### src/rtl/mem_port_arbiter_if.sv
`default_nettype none
// ============================================================================
//  Module   : mem_port_arbiter_if
//  Brief    : Requester-side and memory-side bundle of the memory port arbiter.
//  Revision : 1.0 - initial release
// ============================================================================
interface mem_port_arbiter_if #(
    parameter int NREQ = 2
);
    logic [NREQ-1:0]    req_valid;
    logic [NREQ-1:0]    req_ready;
    logic [NREQ-1:0]    req_we;
    logic [NREQ*64-1:0] req_addr;
    logic [NREQ*64-1:0] req_wdata;
    logic [NREQ-1:0]    resp_valid;
    logic [63:0]        resp_data;
    logic               mem_ren;
    logic [63:0]        mem_raddr;
    logic               mem_rready;
    logic [63:0]        mem_rdata;
    logic               mem_wen;
    logic [63:0]        mem_waddr;
    logic [63:0]        mem_wdata;

    // Arbiter side
    modport slave (
        input  req_valid, req_we, req_addr, req_wdata, mem_rready, mem_rdata,
        output req_ready, resp_valid, resp_data, mem_ren, mem_raddr,
               mem_wen, mem_waddr, mem_wdata
    );

    // Requesters plus memory model side
    modport master (
        output req_valid, req_we, req_addr, req_wdata, mem_rready, mem_rdata,
        input  req_ready, resp_valid, resp_data, mem_ren, mem_raddr,
               mem_wen, mem_waddr, mem_wdata
    );
endinterface
`default_nettype wire

### src/rtl/mem_port_arbiter.sv
`default_nettype none
// ============================================================================
//  Module   : mem_port_arbiter
//  Brief    : Serialises NREQ requesters onto one memory port, one read in flight.
//             Define MEM_ARB_RR_EN for round-robin arbitration (fixed otherwise).
//  Revision : 1.0 - initial release
// ============================================================================
module mem_port_arbiter #(
    parameter int NREQ = 2
) (
    input  logic              clk,
    input  logic              rst,
    mem_port_arbiter_if.slave bus
);

    localparam int c_IDX_W = (NREQ > 1) ? $clog2(NREQ) : 1;

    typedef enum logic [0:0] {
        ST_IDLE    = 1'b0,
        ST_RD_WAIT = 1'b1
    } state_t;

    state_t              r_state;
    logic [c_IDX_W-1:0]  r_owner;
    logic                r_mem_ren;
    logic [63:0]         r_mem_raddr;
    logic                r_mem_wen;
    logic [63:0]         r_mem_waddr;
    logic [63:0]         r_mem_wdata;
    logic [NREQ-1:0]     r_resp_valid;
    logic [63:0]         r_resp_data;

    logic                w_any;
    logic                w_accept;
    logic [c_IDX_W-1:0]  w_grant_idx;
    logic [NREQ-1:0]     w_grant_oh;
    logic                w_sel_we;
    logic [63:0]         w_sel_addr;
    logic [63:0]         w_sel_wdata;

    assign w_any    = |bus.req_valid;
    assign w_accept = (r_state == ST_IDLE) && w_any && !rst;

`ifdef MEM_ARB_RR_EN
    logic [c_IDX_W-1:0]  r_ptr;

    // Winner is the valid requester with the smallest forward distance from r_ptr.
    always_comb begin
        int w_best_dist;
        int w_dist;
        w_grant_idx = '0;
        w_best_dist = NREQ;
        w_dist      = 0;
        for (int j = 0; j < NREQ; j++) begin
            w_dist = (j >= int'(r_ptr)) ? (j - int'(r_ptr)) : (j + NREQ - int'(r_ptr));
            if (bus.req_valid[j] && (w_dist < w_best_dist)) begin
                w_best_dist = w_dist;
                w_grant_idx = c_IDX_W'(j);
            end
        end
    end
`else
    always_comb begin
        w_grant_idx = '0;
        for (int j = NREQ - 1; j >= 0; j--) begin
            if (bus.req_valid[j]) begin
                w_grant_idx = c_IDX_W'(j);
            end
        end
    end
`endif

    always_comb begin
        w_grant_oh  = '0;
        w_sel_we    = 1'b0;
        w_sel_addr  = '0;
        w_sel_wdata = '0;
        for (int j = 0; j < NREQ; j++) begin
            if (w_grant_idx == c_IDX_W'(j)) begin
                w_grant_oh[j] = w_accept;
                w_sel_we      = bus.req_we[j];
                w_sel_addr    = bus.req_addr[64*j +: 64];
                w_sel_wdata   = bus.req_wdata[64*j +: 64];
            end
        end
    end

    always_ff @(posedge clk) begin
        if (rst) begin
            r_state      <= ST_IDLE;
            r_owner      <= '0;
            r_mem_ren    <= 1'b0;
            r_mem_raddr  <= '0;
            r_mem_wen    <= 1'b0;
            r_mem_waddr  <= '0;
            r_mem_wdata  <= '0;
            r_resp_valid <= '0;
            r_resp_data  <= '0;
`ifdef MEM_ARB_RR_EN
            r_ptr        <= '0;
`endif
        end else begin
            r_mem_wen    <= 1'b0;
            r_resp_valid <= '0;
            case (r_state)
                ST_IDLE: begin
                    if (w_accept) begin
`ifdef MEM_ARB_RR_EN
                        r_ptr <= (w_grant_idx == c_IDX_W'(NREQ - 1)) ? '0
                                                                     : w_grant_idx + c_IDX_W'(1);
`endif
                        if (w_sel_we) begin
                            r_mem_wen   <= 1'b1;
                            r_mem_waddr <= w_sel_addr;
                            r_mem_wdata <= w_sel_wdata;
                        end else begin
                            r_mem_ren   <= 1'b1;
                            r_mem_raddr <= w_sel_addr;
                            r_owner     <= w_grant_idx;
                            r_state     <= ST_RD_WAIT;
                        end
                    end
                end
                ST_RD_WAIT: begin
                    if (bus.mem_rready) begin
                        r_mem_ren   <= 1'b0;
                        r_resp_data <= bus.mem_rdata;
                        for (int j = 0; j < NREQ; j++) begin
                            r_resp_valid[j] <= (r_owner == c_IDX_W'(j));
                        end
                        r_state     <= ST_IDLE;
                    end
                end
                default: r_state <= ST_IDLE;
            endcase
        end
    end

    assign bus.req_ready  = w_grant_oh;
    assign bus.mem_ren    = r_mem_ren;
    assign bus.mem_raddr  = r_mem_raddr;
    assign bus.mem_wen    = r_mem_wen;
    assign bus.mem_waddr  = r_mem_waddr;
    assign bus.mem_wdata  = r_mem_wdata;
    assign bus.resp_valid = r_resp_valid;
    assign bus.resp_data  = r_resp_data;

endmodule
`default_nettype wire

### src/flat_wrapper.sv
// flat-port wrapper written by rule: the top's interface ports become plain ports
module mem_port_arbiter_flat 
#(
    parameter int NREQ = 2
)
  (clk, rst, bus_req_valid, bus_req_we, bus_req_addr, bus_req_wdata, bus_mem_rready, bus_mem_rdata, bus_req_ready, bus_resp_valid, bus_resp_data, bus_mem_ren, bus_mem_raddr, bus_mem_wen, bus_mem_waddr, bus_mem_wdata);
  mem_port_arbiter_if #(.NREQ(NREQ)) bus_i ();
  input  logic clk;
  input  logic rst;
  input wire logic [$bits(bus_i.req_valid)-1:0] bus_req_valid;
  input wire logic [$bits(bus_i.req_we)-1:0] bus_req_we;
  input wire logic [$bits(bus_i.req_addr)-1:0] bus_req_addr;
  input wire logic [$bits(bus_i.req_wdata)-1:0] bus_req_wdata;
  input wire logic [$bits(bus_i.mem_rready)-1:0] bus_mem_rready;
  input wire logic [$bits(bus_i.mem_rdata)-1:0] bus_mem_rdata;
  output wire logic [$bits(bus_i.req_ready)-1:0] bus_req_ready;
  output wire logic [$bits(bus_i.resp_valid)-1:0] bus_resp_valid;
  output wire logic [$bits(bus_i.resp_data)-1:0] bus_resp_data;
  output wire logic [$bits(bus_i.mem_ren)-1:0] bus_mem_ren;
  output wire logic [$bits(bus_i.mem_raddr)-1:0] bus_mem_raddr;
  output wire logic [$bits(bus_i.mem_wen)-1:0] bus_mem_wen;
  output wire logic [$bits(bus_i.mem_waddr)-1:0] bus_mem_waddr;
  output wire logic [$bits(bus_i.mem_wdata)-1:0] bus_mem_wdata;
  assign bus_i.req_valid = bus_req_valid;
  assign bus_i.req_we = bus_req_we;
  assign bus_i.req_addr = bus_req_addr;
  assign bus_i.req_wdata = bus_req_wdata;
  assign bus_i.mem_rready = bus_mem_rready;
  assign bus_i.mem_rdata = bus_mem_rdata;
  assign bus_req_ready = bus_i.req_ready;
  assign bus_resp_valid = bus_i.resp_valid;
  assign bus_resp_data = bus_i.resp_data;
  assign bus_mem_ren = bus_i.mem_ren;
  assign bus_mem_raddr = bus_i.mem_raddr;
  assign bus_mem_wen = bus_i.mem_wen;
  assign bus_mem_waddr = bus_i.mem_waddr;
  assign bus_mem_wdata = bus_i.mem_wdata;
  mem_port_arbiter #(.NREQ(NREQ)) u_core (.clk(clk), .rst(rst), .bus(bus_i));
endmodule
### config.mk
export PLATFORM = sky130hd
export DESIGN_NAME = mem_port_arbiter_flat
export DESIGN_NICKNAME = d
export VERILOG_FILES = /design/src/rtl/mem_port_arbiter_if.sv /design/src/rtl/mem_port_arbiter.sv /design/src/flat_wrapper.sv
export SDC_FILE = /design/constraint.sdc
export NUM_CORES = 1
export LEC_CHECK = 0
export ABC_CLOCK_PERIOD_IN_PS = 1350
export CAP_MARGIN = 20
export CORE_AREA = 3 3 227 229
export DETAILED_ROUTE_END_ITERATION = 7
export DIE_AREA = 0 0 230 232
export PLACE_DENSITY = 0.63
export SLEW_MARGIN = 20
export SYNTH_ARGS = -nofsm -noshare
export SYNTH_HDL_FRONTEND = slang
export SYNTH_SLANG_ARGS = --single-unit
### constraint.sdc
create_clock -name clk -period 1.35 [get_ports clk]
set_input_delay 0.135 -clock clk [delete_from_list [all_inputs] [get_ports clk]]
set_output_delay 0.135 -clock clk [all_outputs]
set_load 0.02 [all_outputs]
==> results <==
per-layer routing:
layer	wire [um]	GRT usage	up-vias
li1	-	-	4928
met4	1324	0.04657	0
met2	23660	0.2816	389
met5	0	0	-
met3	3136	0.03962	71
met1	17410	0.1662	4886
tightest hold or removal path, delay by kind of cell:
kind,cells,cell delay [ps]
buf+inv,2,310
compound gates,1,110
layout by cell type, fill, tap and decap left out, drive strengths merged, types with 2 or more instances in the layout:
cell type / synthesis / layout
clkdlybuf4s50: 0 / 325
mux2i: 320 / 320
dfxtp: 262 / 262
buf: 44 / 235
nand2b: 195 / 195
clkdlybuf4s15: 0 / 142
nand2: 131 / 131
a21oi: 64 / 64
clkbuf: 36 / 57
clkinv: 0 / 7
nor2: 3 / 3
nor3: 3 / 3
nand3b: 2 / 2
a211o: 1 / 2
clkinvlp: 0 / 2
bufinv: 0 / 2
o21ai: 2 / 2
layout make-up:
cell class,instances,area (um^2),area share
well taps,672,840.8,0.04130
clock inverters,10,105.1,0.005163
multi-input cells,726,5818,0.2858
flip-flops and latches,262,5251,0.2580
clock buffers,46,942.2,0.04628
repair buffers,714,7387,0.3629
inverters,2,12.51,0.0006146
state kept, by name, summed over array words and instances, names as in the netlist:
register               count
u_core.bus.mem_raddr      64
u_core.bus.mem_ren         1
u_core.bus.mem_waddr      64
u_core.bus.mem_wdata      64
u_core.bus.mem_wen         1
u_core.bus.resp_data      64
u_core.bus.resp_valid      2
u_core.r_owner             1
u_core.r_state             1
power by group:
| part | internal [W] | total [W] | switching [W] | leakage (nW) |
|---|---|---|---|---|
| Combinational | 0.00263 | 0.00492 | 0.00229 | 6.95 |
| Sequential | 0.00829 | 0.00860 | 0.000313 | 2.15 |
| Clock | 0.00516 | 0.00848 | 0.00333 | 0.518 |
| Total | 0.0161 | 0.0220 | 0.00593 | 9.62 |
worst max path at each step:
stage / cells after the start / endpoint
2_1_floorplan: 5 / u_core.bus.mem_raddr[55]
3_3_place_gp: 7 / u_core.bus.mem_wdata[3]
3_5_place_dp: 6 / u_core.bus.mem_waddr[23]
4_1_cts: 3 / bus_req_ready[1]
5_1_grt: 6 / u_core.bus.mem_waddr[26]
6_report: 6 / u_core.bus.mem_wdata[53]
stage by stage:
| stage | instance area (um^2) | hold slack [ps] | total power [W] | setup slack (ps) |
|---|---|---|---|---|
| finish | 20360 | 39.62 | 0.02200 | -207.4 |
| global route | 20360 | 47.25 | 0.02289 | -255.8 |
| CTS | 19670 | 14.68 | 0.02207 | -239.1 |
| detailed placement | 18130 | 420.0 | 0.01343 | -509.3 |
| global placement | 18130 | 406.7 | 0.01340 | -519.4 |
| floorplan | 11140 | 271.0 | 0.01074 | 69.28 |
timing repair:
| item | 4_1_cts | 5_1_grt |
|---|---|---|
| cloned | 15 | 16 |
| gates resized for setup | 901 | 207 |
| hold buffers | 1 | 0 |
| endpoints found under the setup margin | 374 | 289 |
| hold endpoints to repair | 3 | 0 |
| pin swaps | 2 | 30 |
| setup buffers | 10 | 14 |
logic make-up (layout without fill, tap and decap cells):
logic type	Yosys count	after routing	share of synthesized area
buffers and inverters	82	772	0.05080
DFF	262	262	0.4711
muxes	320	320	0.2877
and+or+nand+nor	337	337	0.1592
AOI/OAI and AO/OA	68	69	0.03113
==> PnR_summary.wiki <==
{| class="wikitable"
! Metric !! Value
|-
| Number of levels in the clock H-tree || 1
|-
| Cell row count || 82
|-
| Count of placed standard cells in the final layout, fillers left out || 2,432
|-
| Overall die area || 0.05336 mm^2
|-
| Path class of the lowest-slack min-delay path || primary input to register
|-
| Length of the first detailed-routing pass in iterations || 4
|-
| Initial antenna violation count || 0
|-
| Final number of setup-violating endpoints || 258
|-
| Clock tree root driver cell || clkbuf_16
|-
| Prevailing post-synth register cell || dfxtp_1
|-
| Total number of yosys warnings || 0
|-
| Pwr Density || 1081 mW/mm^2
|-
| Worst EP arrival || 1990 ps
|-
| Deepest clock path buffer count || 3
|-
| Pin count of the biggest net entering global routing || 73
|-
| Leakage power figure || 9.615 nW
|-
| Post-layout utilization of the core || 0.4083
|-
| Most numerous cell types in the synthesized netlist || mux2i_1, dfxtp_1, nand2b_1
|-
| Routed Antenna Nets || 0
|-
| Placed cells || 2,323
|-
| Status || complete, but fails checks
|-
| Average routed wire per standard cell || 18.72 um
|-
| Area growth from synthesis to layout || 82.85%
|-
| Final worst setup slack || -207.4 ps
|-
| IO Pins || 589
|-
| CP Launch Type || register
|-
| CP max FO || 6
|-
| Reg2reg path depth || 6
|-
| Overall die width || 230 um
|-
| Setup TNS || -28,950 ps
|-
| Reg2reg start || u_core.r_state
|-
| DRC violation count after routing || 0
|-
| Endpoint of the worst-slack reg-to-reg timing path || u_core.bus.mem_wdata[53]
|-
| Mean post-synth cell area || 10.41 um^2
|-
| Worst min-delay path startpoint || rst
|-
| Worst vdd rail ir drop || 0.7368 mV
|-
| Violated checks || negative setup slack
|-
| Part of the Yosys area used for sequential elements || 0.4711
|-
| Final critical delay including setup and external delays || 1557 ps
|-
| Clock input transition at the sequential cells of the worst setup and hold paths || 60 ps
|-
| Placed wire-length estimate after detailed placement || 31,030 um
|-
| Area fraction of the dominant cell type after synthesis || 0.4711
|-
| # nets final || 2,063
|-
| Slowest Stage Delay on Critical Path || 410 ps
|-
| Wire length of the first global-routing pass || 63,000 um
|-
| Die Height || 232 um
|-
| Slew Limit Fails || 0
|-
| Syn nets || 1,396
|-
| Number of buffers added on ports || 588
|-
| Slack of the worst reg-to-reg path || -210 ps
|-
| Mapped Cells || 1,069
|-
| GRT Util Overall || 0.1507
|-
| F_max || 642.1 MHz
|-
| CP required || 1790 ps
|-
| Cell at the slowest stage of the critical path || a211o_4
|-
| Endpoint with the worst hold slack || u_core.bus.resp_data[58]
|-
| Total of fill cells in the finished design || 4,895
|-
| Cell occurring most often along the worst timing path || buf_6
|-
| Total count of hold-check failures in the final report || 0
|-
| List of cells traversed by the critical path || buf_6, buf_6, a211o_4, buf_6, buf_16, mux2i_1
|-
| EDFF count, synth || 0
|-
| Most frequent cell after synthesis || mux2i_1
|-
| Share of flip-flops with an asynchronous set or reset after synthesis || 0
|-
| Weighted congestion reported at the end of routability-driven placement || 0.8308
|-
| Number of global-route vias before repair || 10,580
|-
| Pin slew with the least headroom to its limit || 418.7 ps
|-
| Worst Setup End Kind || register
|-
| Setup repair after global routing missed its margin || true
|-
| Core region area || 0.04986 mm^2
|-
| Slew headroom || 0.7208
|-
| Number of violations of the max-capacitance limit || 0
|-
| Number of sinks handled by clock tree synthesis || 262
|-
| Ratio of routed vias to standard cells || 4.225
|-
| Final clock skew || 7.058 ps
|-
| TritonCTS buffer count || 30
|-
| Crit Path Class || register to register
|-
| Initial cell density of the core || 0.2233
|-
| Cell area after synthesis || 0.01113 mm^2
|-
| Number of flip-flops and latches in the synthesized netlist || 262
|-
| Cell type with the largest total area after synthesis || dfxtp_1
|-
| DR vias || 10,270
|-
| Final Routed Wirelength || 45,520 um
|-
| Cell depth of the worst hold path || 3
|-
| Post-route clock period utilization || 1.154
|-
| Later-pin clock latency in the skew report || 560 ps
|-
| Buffers and inverters on the worst path || 4
|-
| Number of antenna diodes || 0
|-
| Ranking of synthesized cells by area || dfxtp_1, mux2i_1, nand2b_1
|-
| Family with the most delay on the worst path || buffers and inverters
|-
| Count of cell types in the netlist || 23
|-
| TritonCTS clock tree || yes
|-
| Violation count after the first detailed-routing iteration || 222
|-
| Residual overflow from global routing || 0
|-
| CP startpoint || u_core.r_state
|-
| Share of cells above drive strength 1 || 0.3102
|}
Note: power is estimated with default switching activity, not from simulation.
